==> config.mk <==
export PLATFORM = sky130hd
export DESIGN_NAME = pes_water_zone_scheduler
export DESIGN_NICKNAME = d
export VERILOG_FILES = /design/src/rtl/pes_water_pkg.sv /design/src/rtl/pes_rr_arbiter.sv /design/src/rtl/pes_water_zone_scheduler.sv
export SDC_FILE = /design/constraint.sdc
export NUM_CORES = 1
export LEC_CHECK = 0
export BUFFER_PORTS_ARGS = -buffer_cell sky130_fd_sc_hd__buf_2
export CAP_MARGIN = 10
export CORE_MARGIN = 2
export CORE_UTILIZATION = 40
export DETAILED_ROUTE_END_ITERATION = 12
export SYNTH_ARGS = -nofsm -noshare
export SYNTH_HDL_FRONTEND = slang
export SYNTH_HIERARCHICAL = 1
export SYNTH_SLANG_ARGS = --single-unit
export TNS_END_PERCENT = 100
==> constraint.sdc <==
create_clock -name clk -period 4.11 [get_ports clk]
set_clock_uncertainty 0.15 [all_clocks]
set_input_delay 0.822 -clock clk [delete_from_list [all_inputs] [get_ports clk]]
set_output_delay 0.822 -clock clk [all_outputs]
set_load 0.005 [all_outputs]
==> src/rtl/pes_water_pkg.sv <==
// Shared definitions for the water zone scheduler: FSM state encoding,
// default timing constants and a zone-index width helper.
package pes_water_pkg;

    typedef enum logic [1:0] {
        S_IDLE       = 2'd0,
        S_VALVE_OPEN = 2'd1,
        S_PUMP_ON    = 2'd2,
        S_PUMP_OFF   = 2'd3
    } state_t;

    localparam int DEF_NZ            = 4;
    localparam int DEF_SETTLE_CYC    = 4;
    localparam int DEF_MIN_WATER_CYC = 8;
    localparam int DEF_MAX_WATER_CYC = 32;
    localparam int DEF_CNT_W         = 8;

    // Width of a zone index; a single-zone build still gets one bit.
    function automatic int zone_w(input int n);
        return (n > 1) ? $clog2(n) : 1;
    endfunction

endpackage

==> src/rtl/pes_rr_arbiter.sv <==
// Combinational round-robin arbiter: picks the first requesting zone
// searching upward from ptr_i+1 with wrap. The pointer itself is owned
// by the parent.
module pes_rr_arbiter #(
    parameter int NZ = 4,
    parameter int ZW = 2
) (
    input  logic [NZ-1:0] req_i,
    input  logic [ZW-1:0] ptr_i,
    output logic [ZW-1:0] grant_o,
    output logic          valid_o
);

    logic [ZW-1:0] idx;

    // Scan from farthest to nearest so the nearest requester is written last and wins.
    always_comb begin
        // NOTE: every output gets a default first so no path leaves it unassigned (no latch).
        grant_o = '0;
        valid_o = 1'b0;
        idx     = '0;
        for (int k = NZ; k >= 1; k--) begin
            idx = ZW'((int'(ptr_i) + k) % NZ);
            if (req_i[idx]) begin
                valid_o = 1'b1;
                grant_o = idx;
            end
        end
    end

endmodule

==> src/rtl/pes_water_zone_scheduler.sv <==
// Shares one pump between NZ zones: grants a dry zone round-robin, opens
// its valve, settles, pumps for a bounded time, settles again, closes.
// New services are inhibited in daylight; a service is never preempted.
// Optional feature macro: PES_WATER_FAULT_LOCKOUT_EN (timeouts latch a
// sticky per-zone fault and exclude that zone from arbitration).
module pes_water_zone_scheduler
    import pes_water_pkg::*;
#(
    parameter  int NZ            = DEF_NZ,
    parameter  int SETTLE_CYC    = DEF_SETTLE_CYC,
    parameter  int MIN_WATER_CYC = DEF_MIN_WATER_CYC,
    parameter  int MAX_WATER_CYC = DEF_MAX_WATER_CYC,
    parameter  int CNT_W         = DEF_CNT_W,
    localparam int ZW            = zone_w(NZ)
) (
    input  logic          clk,
    input  logic          reset,
    input  logic [NZ-1:0] moisture_sensor,
    input  logic          light_sensor,
    output logic          water_pump,
    output logic [NZ-1:0] valve,
    output logic          busy,
    output logic [ZW-1:0] active_zone,
    output logic [NZ-1:0] fault
);

    // Terminal counts expressed as "last cnt value" so compares never overflow.
    localparam logic [CNT_W-1:0] SETTLE_LAST = CNT_W'(SETTLE_CYC - 1);
    localparam logic [CNT_W-1:0] MIN_LAST    = CNT_W'(MIN_WATER_CYC - 1);
    localparam logic [CNT_W-1:0] MAX_LAST    = CNT_W'(MAX_WATER_CYC - 1);

    state_t           state_q, state_d;
    logic [CNT_W-1:0] cnt_q, cnt_d;
    logic [ZW-1:0]    rr_ptr_q, rr_ptr_d;
    logic [ZW-1:0]    zone_q, zone_d;
    logic [NZ-1:0]    valve_q, valve_d;
    logic             pump_q, pump_d;

    logic [NZ-1:0]    eligible;
    logic [ZW-1:0]    grant_idx;
    logic             grant_valid;
    logic             zone_dry;
    logic             pump_done;

    assign zone_dry  = moisture_sensor[zone_q];
    // Leave after the minimum once the zone is wet, or unconditionally at the maximum.
    assign pump_done = ((cnt_q >= MIN_LAST) && !zone_dry) || (cnt_q == MAX_LAST);

`ifdef PES_WATER_FAULT_LOCKOUT_EN
    logic [NZ-1:0] fault_q, fault_d;
    logic          timeout;

    assign timeout  = (state_q == S_PUMP_ON) && (cnt_q == MAX_LAST) && zone_dry;
    assign eligible = moisture_sensor & ~fault_q;
    assign fault    = fault_q;

    // Latch a timeout on the served zone; cleared only by reset.
    always_comb begin
        fault_d = fault_q;
        if (timeout) begin
            fault_d[zone_q] = 1'b1;
        end
    end

    // Sticky fault register.
    always_ff @(posedge clk or posedge reset) begin
        if (reset) begin
            fault_q <= '0;
        end else begin
            fault_q <= fault_d;
        end
    end
`else
    assign eligible = moisture_sensor;
    assign fault    = '0;
`endif

    pes_rr_arbiter #(
        .NZ (NZ),
        .ZW (ZW)
    ) u_arb (
        .req_i   (eligible),
        .ptr_i   (rr_ptr_q),
        .grant_o (grant_idx),
        .valid_o (grant_valid)
    );

    // Next-state logic: grant, settle, pump, settle, release.
    always_comb begin
        state_d  = state_q;
        cnt_d    = cnt_q;
        rr_ptr_d = rr_ptr_q;
        zone_d   = zone_q;
        valve_d  = valve_q;
        pump_d   = pump_q;
        case (state_q)
            S_IDLE: begin
                if (!light_sensor && grant_valid) begin
                    state_d            = S_VALVE_OPEN;
                    valve_d            = '0;
                    valve_d[grant_idx] = 1'b1;
                    zone_d             = grant_idx;
                    cnt_d              = '0;
                end
            end
            S_VALVE_OPEN: begin
                if (cnt_q == SETTLE_LAST) begin
                    state_d = S_PUMP_ON;
                    pump_d  = 1'b1;
                    cnt_d   = '0;
                end else begin
                    cnt_d = cnt_q + 1'b1;
                end
            end
            S_PUMP_ON: begin
                if (pump_done) begin
                    state_d = S_PUMP_OFF;
                    pump_d  = 1'b0;
                    cnt_d   = '0;
                end else begin
                    cnt_d = cnt_q + 1'b1;
                end
            end
            S_PUMP_OFF: begin
                if (cnt_q == SETTLE_LAST) begin
                    state_d  = S_IDLE;
                    valve_d  = '0;
                    rr_ptr_d = zone_q;
                    zone_d   = '0;
                    cnt_d    = '0;
                end else begin
                    cnt_d = cnt_q + 1'b1;
                end
            end
            default: begin
                state_d = S_IDLE;
                valve_d = '0;
                pump_d  = 1'b0;
                zone_d  = '0;
                cnt_d   = '0;
            end
        endcase
    end

    // State and registered outputs; reset clears outputs without a clock.
    always_ff @(posedge clk or posedge reset) begin
        if (reset) begin
            state_q  <= S_IDLE;
            cnt_q    <= '0;
            rr_ptr_q <= ZW'(NZ - 1);
            zone_q   <= '0;
            valve_q  <= '0;
            pump_q   <= 1'b0;
        end else begin
            // NOTE: non-blocking so every register samples pre-edge values together.
            state_q  <= state_d;
            cnt_q    <= cnt_d;
            rr_ptr_q <= rr_ptr_d;
            zone_q   <= zone_d;
            valve_q  <= valve_d;
            pump_q   <= pump_d;
        end
    end

    assign water_pump  = pump_q;
    assign valve       = valve_q;
    assign active_zone = zone_q;
    assign busy        = (state_q != S_IDLE);

endmodule

==> out/qor.tcl <==
set qor(grt_busiest_layer) {met2}
set qor(post_route_cells_drive_above_1_share_pct) 26.4
set qor(outcome) {completed}
set qor(min-delay-path-class) {register to register}
set qor(finalSetupViolCount) 0
set qor(worstSetupStartpointType) {register}
set qor(critical-path-max-stage-delay_ns) 0.43
set qor(floorplan.io_pins) 19
set qor(holdBufCountCts) 0
set qor(starting_utilization_of_the_core_area_pct) 42.5
set qor(post-route-min-period_ns) 2.37
set qor(antenna_violating_nets_post_route) 0
set qor(drcViolationCount) 0
set qor(critical_path_required_ns) 3.14
set qor(globalRouteMet2Util_pct) 26.1
set qor(hold_fails_final_rpt) 0
set qor(drtPass1Iterations) 4
set qor(cts-htree-levels) 1
set qor(count_of_cells_resized_by_post_cts_repair) 0
set qor(synthesis.yosys.warnings) 6
set qor(cts.sinks) 19
set qor(route.final.wire_length_um) 2640
set qor(syn_to_final_growth_pct) 8.89
set qor(timing.critical_path.mode_cell) {inv_1}
set qor(detailed_place_hpwl_um) 2050
set qor(worstPathArrival_ns) 1.40
set qor(worstSkewPairLatency_ns) 0.30
set qor(fp.coreArea_um2) 3080
set qor(synth.lib_cells_used.distinct) 39
set qor(worst-slew-pin-transition_ns) 0.746
set qor(grt.met1_usage_pct) 19.5
set qor(yosysSeqAreaShare_pct) 36.5
set qor(grt_use_met3_pct) 4.83
set qor(timing_worst_setup_path_type) {register to primary output}
set qor(grt_pass1_wl_um) 4320
set qor(cp_cell_sequence) {inv_1 -> ha_1 -> inv_1 -> buf_2}
set qor(chipWidth_um) 61.2
set qor(fillers) 316
set qor(cts_root_buffer) {clkbuf_4}
set qor(port_buffers) 14
set qor(fin_crit_sh_pct) 57.7
set qor(multiInputGateArea_um2) 762
set qor(slew_viol_final) 0
set qor(layout.nets) 158
set qor(path_depth_of_the_worst_reg2reg_path) 5
set qor(unrepaired_setup_endpoints_after_global_routing) {no}
set qor(power_leakage_nw) 0.615
set qor(critical_path.n_buffers_inverters) 3
set qor(dpl_cell_area_um2) 1400
set qor(netlist_instances) 131
set qor(drtIter0Drc) 75
set qor(timing.critical_path.depth) 4
set qor(clk_path_buf_depth) 2
set qor(cts_tree) {yes}
set qor(ant_diodes) 0
set qor(grt_antenna_before_repair) 0
set qor(dieHeight_um) 61.2
set qor(power.density_nw_per_um2) 631
set qor(netlist_area_um2) 1310
set qor(max_freq_ghz) 0.422
set qor(design.die.area_um2) 3750
set qor(cts_inserted_buffers) 3
set qor(gr-usage-all-layers_pct) 15.8
set qor(grt_start_max_net_pins) 20
set qor(clock_slew_at_reported_path_ffs_ns) 0.11
set qor(final_design_area_no_fill_um2) 1430
set qor(globalRouteOverflowTotal) 0
set qor(sequential_cell_area_um2) 478
set qor(route.vias.total) 991
set qor(postSynthAreaPerCell_um2) 9.99
set qor(timing.critical_path.max_delay_family) {flip-flops}
set qor(routed_wire_length_per_instance_um) 14.0
set qor(grt_pass1_vias) 961
set qor(max_slew_margin_pct) 50.2
set qor(vias_per_instance) 5.27
set qor(critPathMaxFanout) 9
set qor(max_cap_violations) 0
set qor(setup.worst_path.end_class) {primary output}
set qor(post_cts.repair.setup_buffers) 0
set qor(setup_total_negative_slack_ns) 0
set qor(yosys_register_bits) 19
set qor(holdPathStages) 1
set qor(worst_vdd_ir_v) 0.000313
set qor(timing.critical_path.slowest_stage_cell) {dfrtp_1}
set qor(core.rowCount) 20
set qor(gpl.final_weighted_congestion) 0.804
[per-layer routing]
metal,wire (um),part of all wire (%)
met5,0,0
met4,20,0.76
met3,96,3.6
met2,1310,50
met1,1210,46
[power breakdown]
part / leakage (nW) / switching, mW / total [mW] / internal, mW
registers: 0.241 / 0.0555 / 0.309 / 0.253
clock network: 0.0150 / 0.0576 / 0.0954 / 0.0378
logic: 0.359 / 0.251 / 0.495 / 0.244
total: 0.615 / 0.364 / 0.899 / 0.535
[final cells by class]
cell class / instances / area share, %
repair buffers: 14 / 4.92
well taps: 44 / 3.86
multi-input cells: 98 / 53.5
clock buffers: 4 / 1.84
inverters: 9 / 2.37
flip-flops and latches: 19 / 33.5
[kinds of logic after synthesis]
kind of cell / after synthesis / share of synthesized area [%]
buf+inv: 17 / 6.12
mux: 13 / 12.1
other cells: 1 / 0.287
simple gates: 43 / 19.1
flops: 19 / 36.5
fa+ha+maj: 6 / 5.74
compound gates: 28 / 17.4
xor+xnor: 4 / 2.68
[stage by stage]
| step | worst slack [ns] | hold slack [ns] | std cells | utilization [%] | power, mW |
|---|---|---|---|---|---|
| final | 1.74 | 0.364 | 188 | 46.3 | 0.899 |
| after global placement | 1.51 | 0.342 | 184 | 45.4 | 0.796 |
| after floorplan | 1.71 | 0.325 | 134 | - | 0.694 |
| after global routing | 1.62 | 0.384 | 188 | 46.3 | 0.968 |
| after detailed placement | 1.49 | 0.348 | 184 | 45.4 | 0.812 |
| after CTS | 1.73 | 0.376 | 188 | 46.3 | 0.913 |
[cell usage in the layout, fill, tap and decap left out, types with 2 or more instances in the layout]
| cell type | synthesis | layout |
|---|---|---|
| mux2i_1 | 2 | 2 |
| nor2b_1 | 5 | 5 |
| dfstp_2 | 2 | 2 |
| buf_2 | 1 | 14 |
| nand2b_1 | 6 | 6 |
| nor3_1 | 5 | 5 |
| o21ai_0 | 3 | 3 |
| nor2_1 | 6 | 6 |
| nand2_1 | 6 | 6 |
| nand3_1 | 5 | 5 |
| inv_1 | 9 | 9 |
| clkbuf_4 | 0 | 3 |
| nand4_1 | 2 | 2 |
| and2_1 | 3 | 3 |
| ha_1 | 6 | 6 |
| mux2_2 | 9 | 9 |
| a2bb2oi_1 | 2 | 2 |
| a21oi_1 | 11 | 11 |
| xnor2_1 | 4 | 4 |
| conb_1 | 1 | 4 |
| a31oi_1 | 2 | 2 |
| dfrtp_1 | 17 | 17 |
| a21oi_2 | 2 | 2 |
[state kept, by name, summed over array words and instances (netlist names)]
signal	cells
cnt_q	8
valve	4
active_zone	2
rr_ptr_q	2
state_q	2
water_pump	1
[synth_stat cells]
master | number | area, um^2
o21ai_0 | 3 | 15.0
nand2b_1 | 6 | 37.5
o311a_4 | 1 | 21.3
o221ai_2 | 1 | 15.0
a21oi_2 | 2 | 17.5
mux2i_1 | 2 | 20.0
or4_1 | 1 | 7.51
dfstp_2 | 2 | 52.6
nand3_1 | 5 | 25.0
mux2_2 | 9 | 101
o31ai_2 | 1 | 12.5
nor2b_1 | 5 | 31.3
o32a_1 | 1 | 10.0
conb_1 | 1 | 3.75
mux2_4 | 1 | 15.0
nand2_1 | 6 | 22.5
o41ai_4 | 1 | 27.5
inv_1 | 9 | 33.8
nor4_4 | 1 | 21.3
buf_2 | 1 | 5.00
and2b_1 | 1 | 7.51
clkbuf_1 | 3 | 11.3
o31ai_1 | 1 | 7.51
nand4_1 | 2 | 12.5
mux4_2 | 1 | 22.5
nor3_1 | 5 | 25.0
ha_1 | 6 | 75.1
nor2_1 | 6 | 22.5
a2bb2oi_1 | 2 | 17.5
a2111oi_0 | 1 | 8.76
a21oi_1 | 11 | 55.1
a31oi_1 | 2 | 12.5
xnor2_1 | 4 | 35.0
or3_4 | 1 | 11.3
nor3b_1 | 1 | 7.51
and2_1 | 3 | 18.8
buf_4 | 4 | 30.0
a211oi_1 | 1 | 7.51
dfrtp_1 | 17 | 425
[worst reg2reg max path, stage by stage, from the launching register on]
cell and delay, ns:
dfrtp_1 0.41, ha_1 0.29, nor2b_1 0.29, a31oi_1 0.23, nor4_4 0.43, mux2_4 0.33
[worst paths after layout]
kind,to,startpoint,slack [ns]
worst max-delay path,busy,state_q[1]$_DFFE_PP0P_,1.74
worst min-delay path,valve[1]$_DFFE_PP0P_,valve[1]$_DFFE_PP0P_,0.36
worst max register to register,state_q[1]$_DFFE_PP0P_,cnt_q[0]$_DFFE_PP0N_,1.88
worst min register to register,valve[1]$_DFFE_PP0P_,valve[1]$_DFFE_PP0P_,0.36
max in group asynchronous,valve[1]$_DFFE_PP0P_,reset,2.85
min in group asynchronous,cnt_q[4]$_DFFE_PP0N_,reset,0.48
(Power assumes the default switching activity.)
